File: config.mk
export PLATFORM = sky130hd
export DESIGN_NAME = wb_port_arb
export DESIGN_NICKNAME = d
export VERILOG_FILES = /design/src/rtl/wb_port_arb.sv
export SDC_FILE = /design/constraint.sdc
export NUM_CORES = 1
export LEC_CHECK = 0
export ABC_AREA = 1
export CELL_PAD_IN_SITES_DETAIL_PLACEMENT = 1
export CELL_PAD_IN_SITES_GLOBAL_PLACEMENT = 1
export CORE_ASPECT_RATIO = 0.8
export CORE_MARGIN = 4
export CORE_UTILIZATION = 30
export DETAILED_ROUTE_END_ITERATION = 8
export PLACE_DENSITY_LB_ADDON = 0.1
export SLEW_MARGIN = 10
export SYNTH_ARGS = -nofsm -noshare
export SYNTH_HDL_FRONTEND = slang
export SYNTH_SLANG_ARGS = --single-unit
File: constraint.sdc
create_clock -name clk -period 2.9 [get_ports clk]
set_input_delay 0.58 -clock clk [delete_from_list [all_inputs] [get_ports clk]]
set_output_delay 0.58 -clock clk [all_outputs]
set_load 0.05 [all_outputs]
File: src/rtl/wb_port_arb.sv
// Register-file write-port arbiter: the pipeline writeback stage (P) has
// priority, while a long-latency source (L) is guaranteed service by a
// starvation counter that forces a one-cycle pipeline stall.
module wb_port_arb #(
    parameter int XLEN     = 32,
    parameter int MAX_WAIT = 4
) (
    input  logic            clk,
    input  logic            rst,
    input  logic            p_we,
    input  logic [4:0]      p_rd,
    input  logic [XLEN-1:0] p_data,
    input  logic            l_valid,
    input  logic [4:0]      l_rd,
    input  logic [XLEN-1:0] l_data,
    output logic            l_ready,
    output logic            pipe_stall,
    output logic            rf_we,
    output logic [4:0]      rf_waddr,
    output logic [XLEN-1:0] rf_wdata
);

    localparam int WCNT_W = $clog2(MAX_WAIT + 1);
    localparam logic [WCNT_W-1:0] WAIT_LAST = WCNT_W'(MAX_WAIT - 1);

    typedef enum logic {
        NORMAL  = 1'b0,
        FORCE_L = 1'b1
    } state_e;

    state_e            state_q, state_d;
    logic [WCNT_W-1:0] wait_cnt_q, wait_cnt_d;
    logic              rf_we_q, rf_we_d;
    logic [4:0]        rf_waddr_q, rf_waddr_d;
    logic [XLEN-1:0]   rf_wdata_q, rf_wdata_d;

    logic p_req;
    logic l_req;
    logic grant_p;
    logic grant_l;
    logic ready_raw;

    // Writes to x0 are dropped up front so they never occupy the port.
    assign p_req = p_we & (p_rd != 5'd0);
    assign l_req = l_valid & (l_rd != 5'd0);

    // Arbitration, starvation counting and next-state selection.
    always_comb begin
        state_d    = NORMAL;
        wait_cnt_d = '0;
        grant_p    = 1'b0;
        grant_l    = 1'b0;
        ready_raw  = 1'b0;
        case (state_q)
            NORMAL: begin
                ready_raw = !p_req;
                if (p_req) begin
                    grant_p = 1'b1;
                    if (l_valid) begin
                        if (wait_cnt_q == WAIT_LAST) begin
                            state_d = FORCE_L;
                        end else begin
                            wait_cnt_d = wait_cnt_q + WCNT_W'(1);
                        end
                    end
                end else begin
                    grant_l = l_req;
                end
            end
            FORCE_L: begin
                ready_raw = 1'b1;
                grant_l   = l_req;
            end
            default: begin
                state_d = NORMAL;
            end
        endcase
    end

    // Select the granted write; address and data hold when nothing is granted.
    always_comb begin
        rf_we_d    = grant_p | grant_l;
        rf_waddr_d = rf_waddr_q;
        rf_wdata_d = rf_wdata_q;
        if (grant_p) begin
            rf_waddr_d = p_rd;
            rf_wdata_d = p_data;
        end else if (grant_l) begin
            rf_waddr_d = l_rd;
            rf_wdata_d = l_data;
        end
    end

    // State, counter and registered write port; reset discards any grant.
    always_ff @(posedge clk or negedge rst) begin
        if (!rst) begin
            state_q    <= NORMAL;
            wait_cnt_q <= '0;
            rf_we_q    <= 1'b0;
            rf_waddr_q <= '0;
            rf_wdata_q <= '0;
        end else begin
            state_q    <= state_d;
            wait_cnt_q <= wait_cnt_d;
            rf_we_q    <= rf_we_d;
            rf_waddr_q <= rf_waddr_d;
            rf_wdata_q <= rf_wdata_d;
        end
    end

    assign l_ready    = rst & ready_raw;
    assign pipe_stall = (state_q == FORCE_L);
    assign rf_we      = rf_we_q;
    assign rf_waddr   = rf_waddr_q;
    assign rf_wdata   = rf_wdata_q;

endmodule

=== Word-level counts from Yosys, hierarchy flattened ===
Index checks and enable logic that the tools add are counted.

* Flip-flop bits (word level): 42
* Word-level logic and storage cells: 33
* Input bits: 78
* Output and inout bits: 40

* Reduce and logical (&&, ||, !) cells: 4
* Bitwise logic cells: 5
* Mux-type cells: 17
* Equality and inequality tests: 1
* $add $sub $neg: 1

{| class="wikitable"
|+ Operators with widths
! operator !! count
|-
| $mux 32 || 2
|-
| $mux 3 || 4
|-
| $mux 5 || 2
|-
| $reduce_bool 5->1 || 2
|-
| $mux 1 || 7
|-
| $pmux 1 s2 || 2
|-
| $add 3x1->3 const B || 1
|-
| $and 1x1->1 || 3
|-
| $eq 3x2->1 const B || 1
|-
| $reduce_bool 2->1 || 1
|-
| $logic_not 1->1 || 1
|-
| $not 1->1 || 1
|-
| $or 1x1->1 || 1
|}

=== Depth between registers and ports, before layout ===
Gate-level depths: netlist (run 1).

* Depth in word-level cells: 6
* Gate-level depth with buffers: 8
* Mapped depth without buffers: 7

=== Worst setup path before layout (run 1) ===
No wires, ideal clock.

* Kind: input to output
* From: input port p_rd[4]
* To: output port l_ready
* Stages on the path: 6
* Slack: 553 ps
* Arrival: 1767 ps
* Required time: 2320 ps
* Path through: nor2_2 -> nand3_4 -> nand2_4 -> buf_8 -> inv_1 -> nor2_1

* Cells in the longest elaborated chain, start to end: 5

{| class="wikitable"
|+ RTL lines
! element !! RTL line !! source
|-
| from (decl) || 11 || <nowiki>input logic [4:0] p_rd,</nowiki>
|-
| $reduce_bool 5->1 || 44 || <nowiki>assign p_req = p_we & (p_rd != 5'd0);</nowiki>
|-
| $and 1x1->1 || 44 ||
|-
| $logic_not 1->1 || 56 || <nowiki>ready_raw = !p_req;</nowiki>
|-
| $pmux 1 s2 || 54 || <nowiki>case (state_q)</nowiki>
|-
| $and 1x1->1 || 111 || <nowiki>assign l_ready = rst & ready_raw;</nowiki>
|-
| to (decl) || 16 || <nowiki>output logic l_ready,</nowiki>
|}

No other way between the ends.

=== Worst setup path after layout (run 1) ===
Same ends and word-level chain as after synthesis.

==> results of run 1 <==
==> cell type report <==
| type | instances | area share (%) |
|---|---|---|
| Clock inverter | 3 | 1.08 |
| Sequential cell | 42 | 28.4 |
| Timing Repair Buffer | 122 | 32.5 |
| Multi-Input combinational cell | 207 | 27.8 |
| Tap cell | 105 | 3.55 |
| Inverter | 46 | 4.81 |
| Clock buffer | 5 | 1.86 |
==> how the worst max path moves through the flow <==
stage | slack [ps] | from | cells past startpoint | endpoint
CTS | 510 | p_rd[4] | 7 | l_ready
finish | 500 | p_rd[4] | 7 | l_ready
global route | 460 | p_rd[4] | 7 | l_ready
global placement | 620 | p_rd[4] | 7 | l_ready
detailed placement | 510 | p_rd[4] | 7 | l_ready
floorplan | 550 | p_rd[4] | 6 | l_ready
==> power by group through the flow <==
stage | clock network [W] | logic, W | registers [W]
after CTS | 0.000485 | 0.000659 | 0.000684
after global routing | 0.000513 | 0.000697 | 0.000693
after floorplan | 0 | 0.000158 | 0.000909
final | 0.000469 | 0.000649 | 0.000684
after detailed placement | 0 | 0.000658 | 0.000695
after global placement | 0 | 0.000648 | 0.000693
==> metrics by stage <==
stage | hold WS [ps] | setup WS (ps) | power, W | utilization [%] | cell area, um^2
global route | 414 | 463 | 0.00190 | 49.1 | 3700
global placement | 457 | 617 | 0.00134 | 47.6 | 3590
floorplan | 284 | 553 | 0.00107 | - | 2370
finish | 365 | 500 | 0.00180 | 49.1 | 3700
CTS | 391 | 507 | 0.00183 | 49.1 | 3700
detailed placement | 458 | 511 | 0.00135 | 47.6 | 3590
==> routing by layer <==
layer	up-vias	global-route usage, %	part of all wire (%)
met5	-	0	0
met4	0	3.78	0.80
met3	5	3.61	5.8
met2	63	30.3	49
met1	1149	21.9	44
li1	1173	-	-
==> placed cells by master, fill, tap and decap left out <==
master / Yosys / final
or2_2: 1 / 1
dfrtp_1: 42 / 42
buf_2: 3 / 1
nand3b_1: 33 / 33
bufinv_16: 0 / 1
nor2_4: 1 / 1
nor2_2: 2 / 2
buf_4: 1 / 6
inv_1: 45 / 45
ha_1: 1 / 1
clkinv_2: 0 / 2
inv_6: 1 / 1
clkdlybuf4s50_1: 0 / 115
nand3_1: 36 / 36
o21ai_0: 2 / 2
nand2_4: 2 / 2
nor2_1: 7 / 7
nand3_4: 1 / 1
nand2_2: 10 / 10
nand2_1: 111 / 111
clkbuf_8: 0 / 5
==> cell families (layout without fill, tap and decap cells) <==
| kind of cell | after synthesis | count (layout) | synth area share [%] |
|---|---|---|---|
| AO/OA/AOI/OAI | 2 | 2 | 0.422 |
| buffers and inverters | 62 | 176 | 12.5 |
| adder cells (fa/ha/maj) | 1 | 1 | 0.527 |
| flip-flops | 42 | 42 | 44.3 |
| AND/OR/NAND/NOR | 204 | 204 | 42.3 |
==> sequential cells by signal, indices dropped and copies added, names as in the netlist <==
register and cells:
wait_cnt_q 3, rf_waddr 5, rf_we 1, rf_wdata 32
pipe_stall 1
==> impl_metrics.yaml, run 1 <==
pwr:
  p_leak_nw: 1.81
  p_switching_w: 0.000645
  powerDensity_mw_per_mm2: 487
  internal_power_w: 0.00116
  swShare_pct: 35.8
  vdd_drop_max_uv: 193
  p_clk_share_pct: 26.0
  combPwrFrac_pct: 36.0
  power_frac_seq_pct: 37.9
global_route:
  antenna_found_initial: 0
  grt_pass1_wl_um: 12800
  grt_remaining_overflow: 0
  grt.total_usage_pct: 17.2
  grt_pass1_vias: 2563
  grt_max_degree: 43
drt:
  ant_nets: 0
  drt-pass1-iter-count: 4
  drc: 0
  vias_per_cell: 4.51
  num_vias: 2390
  drt-total-wl_um: 7870
  wl_per_cell_um: 14.9
  detailedRoute.firstIterationViolations: 57
worst_setup_path:
  cp_data_arrival_time_ps: 1820
  timing.rr.end: "rf_waddr[2]$_DFFE_PN0P_"
  cp-start-kind: "input port"
  crit_required_ps: 2320
  reg2reg_depth: 6
  critPathMaxFanout: 4
  crit_type: "input port to primary output"
  ff2ff_setup_slack_ps: 1470
  r2r-start: "pipe_stall$_DFF_PN0_"
  cp_cell_sequence: "clkdlybuf4s50_1 > nor2_2 > nand3_4 > nand2_4 > inv_1 > nor2_1 > buf_4"
  cp-end-kind: "primary output"
  max_stage_delay_ps: 450
  worst_path_max_delay_cell: "clkdlybuf4s50_1"
  crit_family: "buffers and inverters"
  critPathBufInv: 3
sta:
  final-max-slew-violation-count: 0
  setup_viol: 0
  min_period_ps: 2400
  finalClockSkew_ps: 6.61
  rsz0062_at_grt: "no"
  relSlewSlack_pct: 62.7
  tightest_slew_ps: 560
  hold_violations: 0
  finalSetupTns_ps: 0
  fin_crit_sh_pct: 82.8
  clock.fmax_mhz: 417
place:
  dp_hpwl_um: 5610
  place_inst: 522
  gp_congestion: 0.773
  io_buffers: 117
synth:
  synth_top_area_share_pct: 44.3
  synthTopCellsByArea: "dfrtp_1 44%, nand2_1 18%, nand3b_1 10%, nand3_1 7.6%, inv_1 7.1%"
  synthTopCellsByCount: "111 x nand2_1, 45 x inv_1, 42 x dfrtp_1, 36 x nand3_1, 33 x nand3b_1"
  async_flop_share_pct: 100
  synth_edf_count: 0
  syn_area_mm2: 0.00237
  ys_types: 21
  ys.flop_type: "dfrtp_1"
  syn_inst: 311
  yosysSeqAreaShare_pct: 44.3
  yosysMostFrequentCell: "nand2_1"
  syn_nets: 390
  ys_ff_latch: 42
  post-synth-top-area-cell: "dfrtp_1"
  yosys_warnings: 0
  syn_area_per_cell_um2: 7.64
floorplanning:
  die_h_um: 87.6
  core_mm2: 0.00753
  die_area_mm2: 0.00941
  core.rowCount: 28
  start_util_pct: 31.5
  fp.dieW_um: 107
  ios: 118
clocking:
  cts_made_buffers: 5
  clockBufferDepth: 2
  cts_hold_buf: 0
  h-tree-depth: 2
  cts_tree: "yes"
  insertion_delay_ps: 300
  cts_sinks: 42
  cts_root_buf: "clkbuf_8"
  cts_setup_buffers: 0
  cts.repair.resized: 0
  clk_pin_slew_ps: 80
cells_and_area:
  ff_latch_area_mm2: 0.00105
  n_antenna_cell: 0
  nFillCells: 915
  layout.cells.non_filler: 530
  area.growth.synth_to_final_pct: 55.6
  fin_nets: 503
  drive_gt1_share_pct: 7.76
  multi_input_area_mm2: 0.00103
min_path:
  hp-class: "input port to async pin"
flow_run:
  drv_cap: 0
status:
  run_status: "complete, no violations"
Note: power is estimated with default switching activity, not from simulation.
==> run 2, diff against run 1 <==
CORE_UTILIZATION = 28   (was 30)
clock period = 2.3 ns   (was 2.9 ns; I/O delays follow)
==> impl_metrics.yaml, run 2 (synthesis gave the netlist of run 1 again) <==
status:
  run_status: "complete, no violations"
drt:
  drc: 0
  detailedRoute.firstIterationViolations: 57
  num_vias: 2389
  ant_nets: 0
  drt-total-wl_um: 7860
  drt-pass1-iter-count: 4
  vias_per_cell: 4.47
  wl_per_cell_um: 14.7
sta:
  clock.fmax_mhz: 470
  hold_violations: 0
  fin_crit_sh_pct: 92.5
  setup_viol: 0
  final-max-slew-violation-count: 0
  rsz0062_at_grt: "no"
  min_period_ps: 2130
  relSlewSlack_pct: 62.8
  timing.final.ws_setup_ps: 172
  finalSetupTns_ps: 0
  tightest_slew_ps: 556
  finalClockSkew_ps: 7.40
min_path:
  hp-class: "input port to async pin"
floorplanning:
  fp.dieW_um: 111
  core.rowCount: 29
  ios: 118
  start_util_pct: 29.3
  die_area_mm2: 0.0100
  die_h_um: 90.4
  core_mm2: 0.00809
cells_and_area:
  final_cell_mix: "115 x clkdlybuf4s50_1, 111 x nand2_1, 45 x inv_1"
  largest_reg_flops: 32
  post-route-cell-area_mm2: 0.00369
  fin_nets: 504
  final_common_cell: "clkdlybuf4s50_1"
  area.growth.synth_to_final_pct: 55.4
  n_antenna_cell: 0
  drive_gt1_share_pct: 7.75
  postLayoutCoreUtil_pct: 45.6
worst_setup_path:
  cp-end-kind: "primary output"
  cp-start-kind: "input port"
  crit_type: "input port to primary output"
  cp_data_arrival_time_ps: 1670
  critPathMaxFanout: 4
  crit_required_ps: 1840
place:
  io_buffers: 117
  place_area_mm2: 0.00360
  dp_hpwl_um: 5780
  gp_congestion: 0.760
  dp_slack_ps: 169
clocking:
  cts_hold_buf: 0
  clk_pin_slew_ps: 80
  clockBufferDepth: 2
  cts.repair.resized: 0
  cts_root_buf: "clkbuf_8"
  cts_tree: "yes"
  cts_made_buffers: 5
  cts_setup_buffers: 0
  h-tree-depth: 2
  cts_sinks: 42
  insertion_delay_ps: 290
global_route:
  grt_pass1_vias: 2529
  grt_remaining_overflow: 0
  antenna_found_initial: 0
  grt.total_usage_pct: 15.8
  grt_max_degree: 43
  grt_pass1_wl_um: 12900
pwr:
  vdd_drop_max_uv: 212
  p_leak_nw: 1.81
  powerDensity_mw_per_mm2: 589
flow_run:
  drv_cap: 0
-- run 2: cell count changes in the layout (fill, tap and decap cells not counted), sizes merged --
cell / delta
buf: +1
bufinv: -1
clkinv: -1
clkbuf: +2
-- run 2: path summary, 6_finish.rpt --
kind | startpoint | end | slack [ps] | depth (start not counted)
max | p_rd[4] | l_ready | 170 | 7
min | rst | rf_wdata[5]$_DFFE_PN0P_ | 290 | 2
max reg2reg | pipe_stall$_DFF_PN0_ | rf_wdata[29]$_DFFE_PN0P_ | 830 | 6
min reg2reg | rf_wdata[12]$_DFFE_PN0P_ | rf_wdata[12]$_DFFE_PN0P_ | 480 | 2
max in group asynchronous | rst | rf_wdata[21]$_DFFE_PN0P_ | 1620 | 2
min in group clk | rf_wdata[12]$_DFFE_PN0P_ | rf_wdata[12]$_DFFE_PN0P_ | 480 | 2
-- run 2: worst max-delay path, cell delays in order --
cell and delay [ps]:
clkdlybuf4s50_1 450, nor2_2 160, nand3_4 100, nand2_4 90, inv_1 80, nor2_1 110, buf_4 210
-- run 2: area by class of cell --
| cell class | count | area (um^2) |
|---|---|---|
| sequential | 42 | 1050 |
| tap | 108 | 135 |
| multi-input combinational | 207 | 1030 |
| timing repair buffer | 123 | 1210 |
| fill | 1005 | 4400 |
| clock inverter | 1 | 5.00 |
| inverter | 46 | 178 |
| clock buffer | 7 | 86.3 |
-- run 2: stage by stage --
| stage | std cells | total power [W] | hold WS, ps |
|---|---|---|---|
| floorplan | 311 | 0.00135 | 164 |
| global placement | 526 | 0.00170 | 458 |
| detailed placement | 526 | 0.00171 | 467 |
| CTS | 534 | 0.00221 | 318 |
| global route | 534 | 0.00230 | 334 |
| finish | 534 | 0.00217 | 292 |
-- run 2: per-layer routing --
metal | wire, um | GRT usage, % | vias to the layer above
met3 | 445 | 4.02 | 7
met4 | 57 | 3.08 | 0
met1 | 3640 | 19.5 | 1138
met2 | 3720 | 27.8 | 68
met5 | 0 | 0 | -
li1 | - | - | 1176
-- run 2: report_power, final --
group	leakage (nW)	internal, W	switching (W)
clock	0.0482	0.000242	0.000247
combinational	1.26	0.000323	0.000501
sequential	0.499	0.000816	0.0000430
